`config.mk`:
```
export PLATFORM = sky130hd
export DESIGN_NAME = seg_scan_display
export DESIGN_NICKNAME = d
export VERILOG_FILES = /design/src/rtl/seg_scan_display.sv
export SDC_FILE = /design/constraint.sdc
export NUM_CORES = 1
export LEC_CHECK = 0
export ABC_AREA = 0
export CAP_MARGIN = 5
export CORE_MARGIN = 2
export CORE_UTILIZATION = 40
export DETAILED_ROUTE_END_ITERATION = 10
export GPL_ROUTABILITY_DRIVEN = 0
export RECOVER_POWER = 100
export SYNTH_ARGS = -nofsm -noshare
export SYNTH_HDL_FRONTEND = slang
export SYNTH_SLANG_ARGS = --single-unit
```
`constraint.sdc`:
```
create_clock -name clk -period 6.3 [get_ports clk]
set_input_delay 0.945 -clock clk [delete_from_list [all_inputs] [get_ports clk]]
set_output_delay 0.945 -clock clk [all_outputs]
set_load 0.1 [all_outputs]
```
`src/rtl/seg_scan_display.sv`:
```
`default_nettype none
// ============================================================================
//  Module      : seg_scan_display
//  Description : Multiplexed seven-segment scanner for NDIG common-anode
//                digits. It has a programmable refresh prescaler and a
//                load-strobed shadow register, so a digit never shows a mix
//                of old and new data. It also supports per-digit decimal
//                points, leading-zero blanking and per-digit blink.
//  Revision    : 1.0 - initial release
// ============================================================================
module seg_scan_display #(
   parameter int NDIG         = 8,
   parameter int DIV          = 50000,
   parameter int BLINK_FRAMES = 64
) (
   input  logic              clk,
   input  logic              clr,
   input  logic              load,
   input  logic [4*NDIG-1:0] data_in,
   input  logic [NDIG-1:0]   dp_in,
   input  logic              lzb,
   input  logic [NDIG-1:0]   blink_mask,
   output logic [7:0]        seg,
   output logic [NDIG-1:0]   AN,
   output logic              frame_tick
);

   // Counter widths; each counter is at least one bit wide so DIV=1 or
   // BLINK_FRAMES=1 still elaborate.
   localparam int c_CW = (DIV > 1) ? $clog2(DIV) : 1;
   localparam int c_IW = $clog2(NDIG);
   localparam int c_FW = (BLINK_FRAMES > 1) ? $clog2(BLINK_FRAMES) : 1;

   localparam logic [c_CW-1:0] c_CNT_MAX = c_CW'(DIV - 1);
   localparam logic [c_IW-1:0] c_IDX_MAX = c_IW'(NDIG - 1);
   localparam logic [c_FW-1:0] c_FRM_MAX = c_FW'(BLINK_FRAMES - 1);
   localparam logic [NDIG-1:0] c_ONE     = NDIG'(1);

   // ------------------------------------------------------------------------
   // State
   // ------------------------------------------------------------------------
   logic [c_CW-1:0]   r_cnt;
   logic [c_IW-1:0]   r_idx;
   logic [c_FW-1:0]   r_frame;
   logic              r_phase;
   logic [4*NDIG-1:0] r_shadow_data;
   logic [NDIG-1:0]   r_shadow_dp;
   logic [NDIG-1:0]   r_an;
   logic [7:0]        r_seg;
   logic              r_frame_tick;

   // ------------------------------------------------------------------------
   // Combinational
   // ------------------------------------------------------------------------
   logic              w_tick;
   logic              w_wrap;
   logic [3:0]        w_nib [NDIG];
   logic [NDIG-1:0]   w_upper_zero;
   logic [3:0]        w_cur_nib;
   logic              w_blank;
   logic [6:0]        w_font;
   logic [NDIG-1:0]   w_an_next;
   logic [7:0]        w_seg_next;

   // The slot ends on the last prescaler count.
   assign w_tick = (r_cnt == c_CNT_MAX);
   // The frame ends when the last digit's slot ends.
   assign w_wrap = w_tick && (r_idx == c_IDX_MAX);

   // Prescaler: one tick every DIV clocks.
   always_ff @(posedge clk or posedge clr) begin
      if (clr) begin
         r_cnt <= '0;
      end else if (w_tick) begin
         r_cnt <= '0;
      end else begin
         r_cnt <= r_cnt + 1'b1;
      end
   end

   // Digit scan index: advances on every tick and wraps after the last digit.
   always_ff @(posedge clk or posedge clr) begin
      if (clr) begin
         r_idx <= '0;
      end else if (w_tick) begin
         if (r_idx == c_IDX_MAX) begin
            r_idx <= '0;
         end else begin
            r_idx <= r_idx + 1'b1;
         end
      end
   end

   // Frame pulse: high for the single cycle after the scan wraps.
   always_ff @(posedge clk or posedge clr) begin
      if (clr) begin
         r_frame_tick <= 1'b0;
      end else begin
         r_frame_tick <= w_wrap;
      end
   end

   // Blink timebase: counts frames and toggles the phase every BLINK_FRAMES frames.
   always_ff @(posedge clk or posedge clr) begin
      if (clr) begin
         r_frame <= '0;
         r_phase <= 1'b0;
      end else if (w_wrap) begin
         if (r_frame == c_FRM_MAX) begin
            r_frame <= '0;
            r_phase <= ~r_phase;
         end else begin
            r_frame <= r_frame + 1'b1;
         end
      end
   end

   // Shadow registers: capture the whole value at once so the scan never shows a torn value.
   always_ff @(posedge clk or posedge clr) begin
      if (clr) begin
         r_shadow_data <= '0;
         r_shadow_dp   <= '0;
      end else if (load) begin
         r_shadow_data <= data_in;
         r_shadow_dp   <= dp_in;
      end
   end

   // Split the shadow word into nibbles; digit 0 is the least significant.
   generate
      for (genvar i = 0; i < NDIG; i++) begin : g_nib
         assign w_nib[i] = r_shadow_data[4*i +: 4];
      end
   endgenerate

   // w_upper_zero[i] is set when nibbles i..NDIG-1 are all zero, so it is
   // built as a chain from the most significant digit down.
   assign w_upper_zero[NDIG-1] = (w_nib[NDIG-1] == 4'h0);
   generate
      for (genvar i = 0; i < NDIG - 1; i++) begin : g_lzchain
         assign w_upper_zero[i] = (w_nib[i] == 4'h0) && w_upper_zero[i+1];
      end
   endgenerate

   assign w_cur_nib = w_nib[r_idx];

   // Blank the current digit for a leading zero (never digit 0) or for the dark blink phase.
   always_comb begin
      w_blank = 1'b0;
      if (lzb && (r_idx != '0) && w_upper_zero[r_idx]) begin
         w_blank = 1'b1;
      end
      if (blink_mask[r_idx] && r_phase) begin
         w_blank = 1'b1;
      end
   end

   // Hex font, segment order abcdefg, active-low.
   always_comb begin
      w_font = 7'b1111111;
      case (w_cur_nib)
         4'h0: w_font = 7'b0000001;
         4'h1: w_font = 7'b1001111;
         4'h2: w_font = 7'b0010010;
         4'h3: w_font = 7'b0000110;
         4'h4: w_font = 7'b1001100;
         4'h5: w_font = 7'b0100100;
         4'h6: w_font = 7'b0100000;
         4'h7: w_font = 7'b0001111;
         4'h8: w_font = 7'b0000000;
         4'h9: w_font = 7'b0000100;
         4'hA: w_font = 7'b0001000;
         4'hB: w_font = 7'b1100000;
         4'hC: w_font = 7'b0110001;
         4'hD: w_font = 7'b1000010;
         4'hE: w_font = 7'b0110000;
         4'hF: w_font = 7'b0111000;
         default: w_font = 7'b1111111;
      endcase
   end

   // Next pin values. A blanked digit drives every anode and segment high, so
   // at most one anode is ever low.
   always_comb begin
      w_an_next  = '1;
      w_seg_next = 8'hFF;
      if (!w_blank) begin
         w_an_next  = ~(c_ONE << r_idx);
         w_seg_next = {w_font, ~r_shadow_dp[r_idx]};
      end
   end

   // Output register: the pins change only on a clock edge and go dark on reset.
   always_ff @(posedge clk or posedge clr) begin
      if (clr) begin
         r_an  <= '1;
         r_seg <= 8'hFF;
      end else begin
         r_an  <= w_an_next;
         r_seg <= w_seg_next;
      end
   end

   assign AN         = r_an;
   assign seg        = r_seg;
   assign frame_tick = r_frame_tick;

endmodule
`default_nettype wire

```
; ---- After elaboration in Yosys (flattened, before gate mapping)
; Memory sizes are Yosys's and may differ from the RTL's.
; Cells that the tools add are included.
[totals]
register_bits = 83
romBits = 112
out_inout_bits = 17
wordCells = 60
memories = 1
[classes]
add_sub_neg = 3
order_cmp = 2
n_eq_ne = 3
n_shift = 1
mux = 16
n_bitwise = 4
reduce_logical = 21
[mem_list]
columns = name, words, word_bits, read_ports, rd_ports_with_merged_regs, wr, line_no
row1 = (no name shown), 16, 7, 1, 0, 0, 161  ; case (w_cur_nib)
[ops]
columns = op, count
row1 = $logic_not A4 Y1, 8
row2 = $add A16 B1 Y16 const B, 1
row3 = $eq A16 B16 Y1 const B, 1
row4 = $mux W16, 1
row5 = $mux W8, 2
row6 = $bmux W4 S3, 1
row7 = $logic_and A1 B1 Y1, 11
row8 = $bmux W1 S3, 3
row9 = $mux W4, 2
row10 = $not A8 Y8, 1
row11 = $shl A1 B3 Y8 const A, 1
row12 = $add A6 B1 Y6 const B, 1
row13 = $eq A6 B6 Y1 const B, 1
row14 = $mux W6, 1
row15 = $mux W1, 5
row16 = $ge A4 B4 Y1 const B, 1
row17 = $lt A3 B4 Y1 const B, 1
row18 = $not A3 Y4, 1
row19 = $add A3 B1 Y3 const B, 1
row20 = $eq A3 B3 Y1 const B, 1
row21 = $mux W3, 1
row22 = $reduce_bool A3 Y1, 1
row23 = $not A1 Y1, 2
row24 = $reduce_and A2 Y1, 1

; ---- Logic depth before layout (Yosys ltp)
[logic_depth]
ltp_word = 14
mapped_depth = 10
ltp_nobuf = 8

; ---- Worst setup path before layout
; Ideal clock, no wire load.
[synth_timing]
kind = reg-to-reg
start = register r_idx[0]
end = register r_seg[4] (netlist: seg[4])
t_arrival_ns = 2.185
required_time_ns = 6.206
setup_slack_ns = 4.021
path_stages_with_launch = 11
path_buffers = 2
cell_sequence = dfrtp_1 -> buf_6 -> buf_6 -> mux4_2 -> mux2i_1 -> inv_1 -> ha_1 -> inv_1 -> nor2_1 -> a211oi_1 -> o21ai_1
[synth_via]
elab_chain_cells = 6
[synth_lines]
columns = item, line_no
row1 = from (decl), 43  ; logic [c_IW-1:0] r_idx;
row2 = from (signal assigned), 89  ; r_idx <= r_idx + 1'b1;
row3 = $not A3 Y4 (implied by the code) (tied with other cells), 145  ; assign w_cur_nib = w_nib[r_idx];
row4 = $bmux W4 S3 (tied with other cells), 145
row5 = $mux W4 (implied by the code) or $logic_and A1 B1 Y1 (tied branches), "145, 150"
row6 = $mux W4 (implied by the code) or $mux W1 (tied branches), "145, 150"
row7 = $mem_v2 Z16 W7 or $mux W1 (tied branches), -
row8 = $mux W8 *, 187  ; if (!w_blank) begin
row9 = net w_seg_next[4], 63  ; logic [7:0] w_seg_next;
row10 = to (signal assigned), 200  ; r_seg <= w_seg_next;
row11 = to (decl), 49  ; logic [7:0] r_seg;
; The timed path passes the listed nets; every way through them passes the cells marked *. The select of a mux whose other input is x is not followed.
; A chain may end at the register's enable or synchronous reset.

; ---- Worst setup path in the final report
[layout_timing]
start = register r_an[4] (netlist: AN[4])
end = output port AN[4]
[layout_lines]
columns = item, line_no
row1 = from (decl), 48  ; logic [NDIG-1:0] r_an;
row2 = from (signal assigned), 199  ; r_an <= w_an_next;
row3 = to (decl), 24  ; output logic [NDIG-1:0] AN,
; No word-level cell between the ends.

==> flow_summary.toml <==
[routing]
drc = 0
totalWireLength_um = 7940
vias_per_cell = 5.04
first_pass_iters = 4
drtIter0Drc = 107
vias = 2652
wire_per_inst_um = 15.1
antenna_left = 0

[die]
dieArea_um2 = 10800
die_x_um = 104
initial_core_util_pct = 41.2
num_rows = 36
coreArea_um2 = 9730
pin_count = 69
die_y_um = 104

[timing]
final-hold-violation-count = 0
rsz0062_at_grt = "false"
fmax_mhz = 332
post-route-period-util_pct = 47.9
tightestPinTransition_ps = 2050
fin_crit_ps = 3020
setup_violations = 0
whs_ps = 484
clock_skew_ps = 10.5
max-slew-margin-rel_pct = -37.0
setup_tns_ps = 0
slew_violations = 41

[synthesis]
synth_seq_area_share_pct = 52.3
synth_compound_area_share_pct = 4.49
yosys_most_used_dff = "dfrtp_1"
synth-edff-count = 0
synth_area_leader_cell = "dfrtp_1"
yosys_register_bits = 83
syn_area_um2 = 4010
synth_top_family_by_area = "multiplexers"
synth_cell_type_count = 39
synth_fa_ha_area_share_pct = 4.37
synth.top_cells.by_area = "dfrtp_1 (42%), mux2_2 (12%), dfstp_2 (10%), mux4_2 (6.2%), ha_1 (4.4%)"
syn_nets = 387
yosysMostFrequentCell = "dfrtp_1"
yosysTopAreaCellShare_pct = 41.8
yosys-top-cells-count = "dfrtp_1 (67), mux2_2 (42), nand2_1 (28), nor2_1 (24), nand3_1 (20)"
syn_avg_cell_area_um2 = 12.5
async_reset_ff_share_pct = 100
yosys_warnings = 0
synth_xor_area_share_pct = 3.71
syn_inst = 321
synthMuxAreaShare_pct = 20.3
synthSimpleGateAreaFrac_pct = 11.8

[cts]
clock-root-buffer = "clkbuf_8"
path_clk_slew_ps = 80
cts_hold_buffers = 0
clockBufferDepth = 2
cts_made_buffers = 9
cts.sinks = 83
cts_setup_buffers = 0
clk_latency_ps = 350
cts.repair.resized = 0
htreeDepth = 3
cts_tree = "yes"

[power]
swShare_pct = 27.1
power_frac_comb_pct = 17.0
p_per_area_nw_per_um2 = 238
ir_worst_vdd_mv = 0.101
p_int_mw = 0.861
power_frac_seq_pct = 50.3
power.total_mw = 1.18
power.leakage_nw = 2.07
p_sw_mw = 0.320
clock_power_share_pct = 32.7

[setup_path]
worstPathMaxFanout = 1
critPathKind = "flip-flop to primary output"
critPathTopFamily = "buffers and inverters"
critPathLaunchType = "flip-flop"
crit_required_ps = 5350
arrival_ps = 2070
critPathSlowestCell = "dlygate4sd3_1"
critical_path.cell_chain = "dlygate4sd3_1"
startpoint = "AN[4]$_DFF_PP1_"
cp-end-kind = "primary output"
r2r_start = "r_idx[0]$_DFFE_PP0N_"
crit_buf_inv = 1
cp_slowest_stage_delay_ps = 1200

[global_route]
grt_max_degree = 84
grt_pass1_wl_um = 13500
grt_pass1_vias = 2686
grt_usage_pct = 15.7
overflow = 0
grt_antenna_before_repair = 0

[cells_and_area]
antenna_cells = 0
final_cells = 526
fin_nets = 454
drive_gt1_share_pct = 21.9
fin_area_um2 = 4960
syn_to_final_growth_pct = 23.8

[placement]
post-dp-hpwl_um = 5760
place_inst = 510
io_buffers = 68
place_area_um2 = 4770

[hold_path]
hold_start = "r_cnt[0]$_DFF_PP0_"
hold_path.class = "flip-flop to flip-flop"

[run_status]
violations = "capacitance limit, slew limit"
status = "finished with violations"

[job]
drv_cap = 1
[layout make-up]
type	count	area (um2)
clock buffers	16	203
multi-input cells	216	1780
well taps	133	166
repair buffers	69	682
inverters	9	35.0
fillers	893	4770
flip-flops and latches	83	2100
[stage by stage]
stage                     util, %  setup WS (ps)
final                        51.0           3280
after global routing         51.0           2910
after CTS                    51.1           3330
after detailed placement     49.0           3340
after global placement       49.0           3380
after floorplan                 -           3240
[power by group through the flow]
stage | Sequential, mW | Combinational, mW | Clock [mW]
after floorplan | 0.661 | 0.0802 | 0
after global placement | 0.605 | 0.203 | 0
final | 0.594 | 0.201 | 0.386
after CTS | 0.595 | 0.205 | 0.400
after detailed placement | 0.606 | 0.205 | 0
after global routing | 0.599 | 0.215 | 0.420
[state kept, by name, indices dropped and copies added (netlist names)]
| register | count |
|---|---|
| r_cnt | 16 |
| seg | 8 |
| r_shadow_dp | 8 |
| r_shadow_data | 32 |
| r_phase | 1 |
| AN | 8 |
| frame_tick | 1 |
| r_frame | 6 |
| r_idx | 3 |
[logic make-up after synthesis]
| family | Yosys count |
|---|---|
| compound gates | 28 |
| xor+xnor | 17 |
| fa+ha+maj | 14 |
| buf+inv | 22 |
| flops | 83 |
| mux | 58 |
| simple gates | 99 |
[routing by layer]
| metal | global-route usage, % | share of wire [%] |
|---|---|---|
| met4 | 6.08 | 1.8 |
| met2 | 21.9 | 43 |
| met5 | 0 | 0 |
| met1 | 23.2 | 50 |
| met3 | 4.39 | 4.9 |
[layout by cell type, fill, tap and decap left out, types with 2 or more instances in the layout]
master           instances
a211oi_1                 2
a21o_1                   2
a21oi_1                  6
and2_1                   2
and3_1                   5
clkbuf_1                 5
clkbuf_16                2
clkbuf_8                10
clkdlybuf4s50_1         49
dfrtp_1                 67
dfstp_2                 16
dlygate4sd3_1           18
ha_1                    14
inv_1                    7
mux2_2                  42
mux2i_1                  2
mux2i_4                  2
mux4_2                  11
nand2_1                 28
nand3_1                 20
nand4_1                  3
nor2_1                  24
nor3_1                   5
nor4_1                   6
nor4bb_1                 2
o211ai_1                 2
o21ai_0                 11
o311ai_0                 2
xnor2_1                  7
xor2_1                  10
[worst paths after layout]
check                      cells after the start  slack [ps]                       endpoint
max                                            1        3280                          AN[4]
min reg2reg                                    1         480             r_cnt[0]$_DFF_PP0_
max in group asynchronous                      3        4270  r_shadow_data[16]$_DFFE_PP0P_
min                                            1         480             r_cnt[0]$_DFF_PP0_
min in group asynchronous                      3        1390  r_shadow_data[28]$_DFFE_PP0P_
max reg2reg                                    5        3310               seg[5]$_DFF_PP1_
Note: power is estimated with default switching activity, not from simulation.
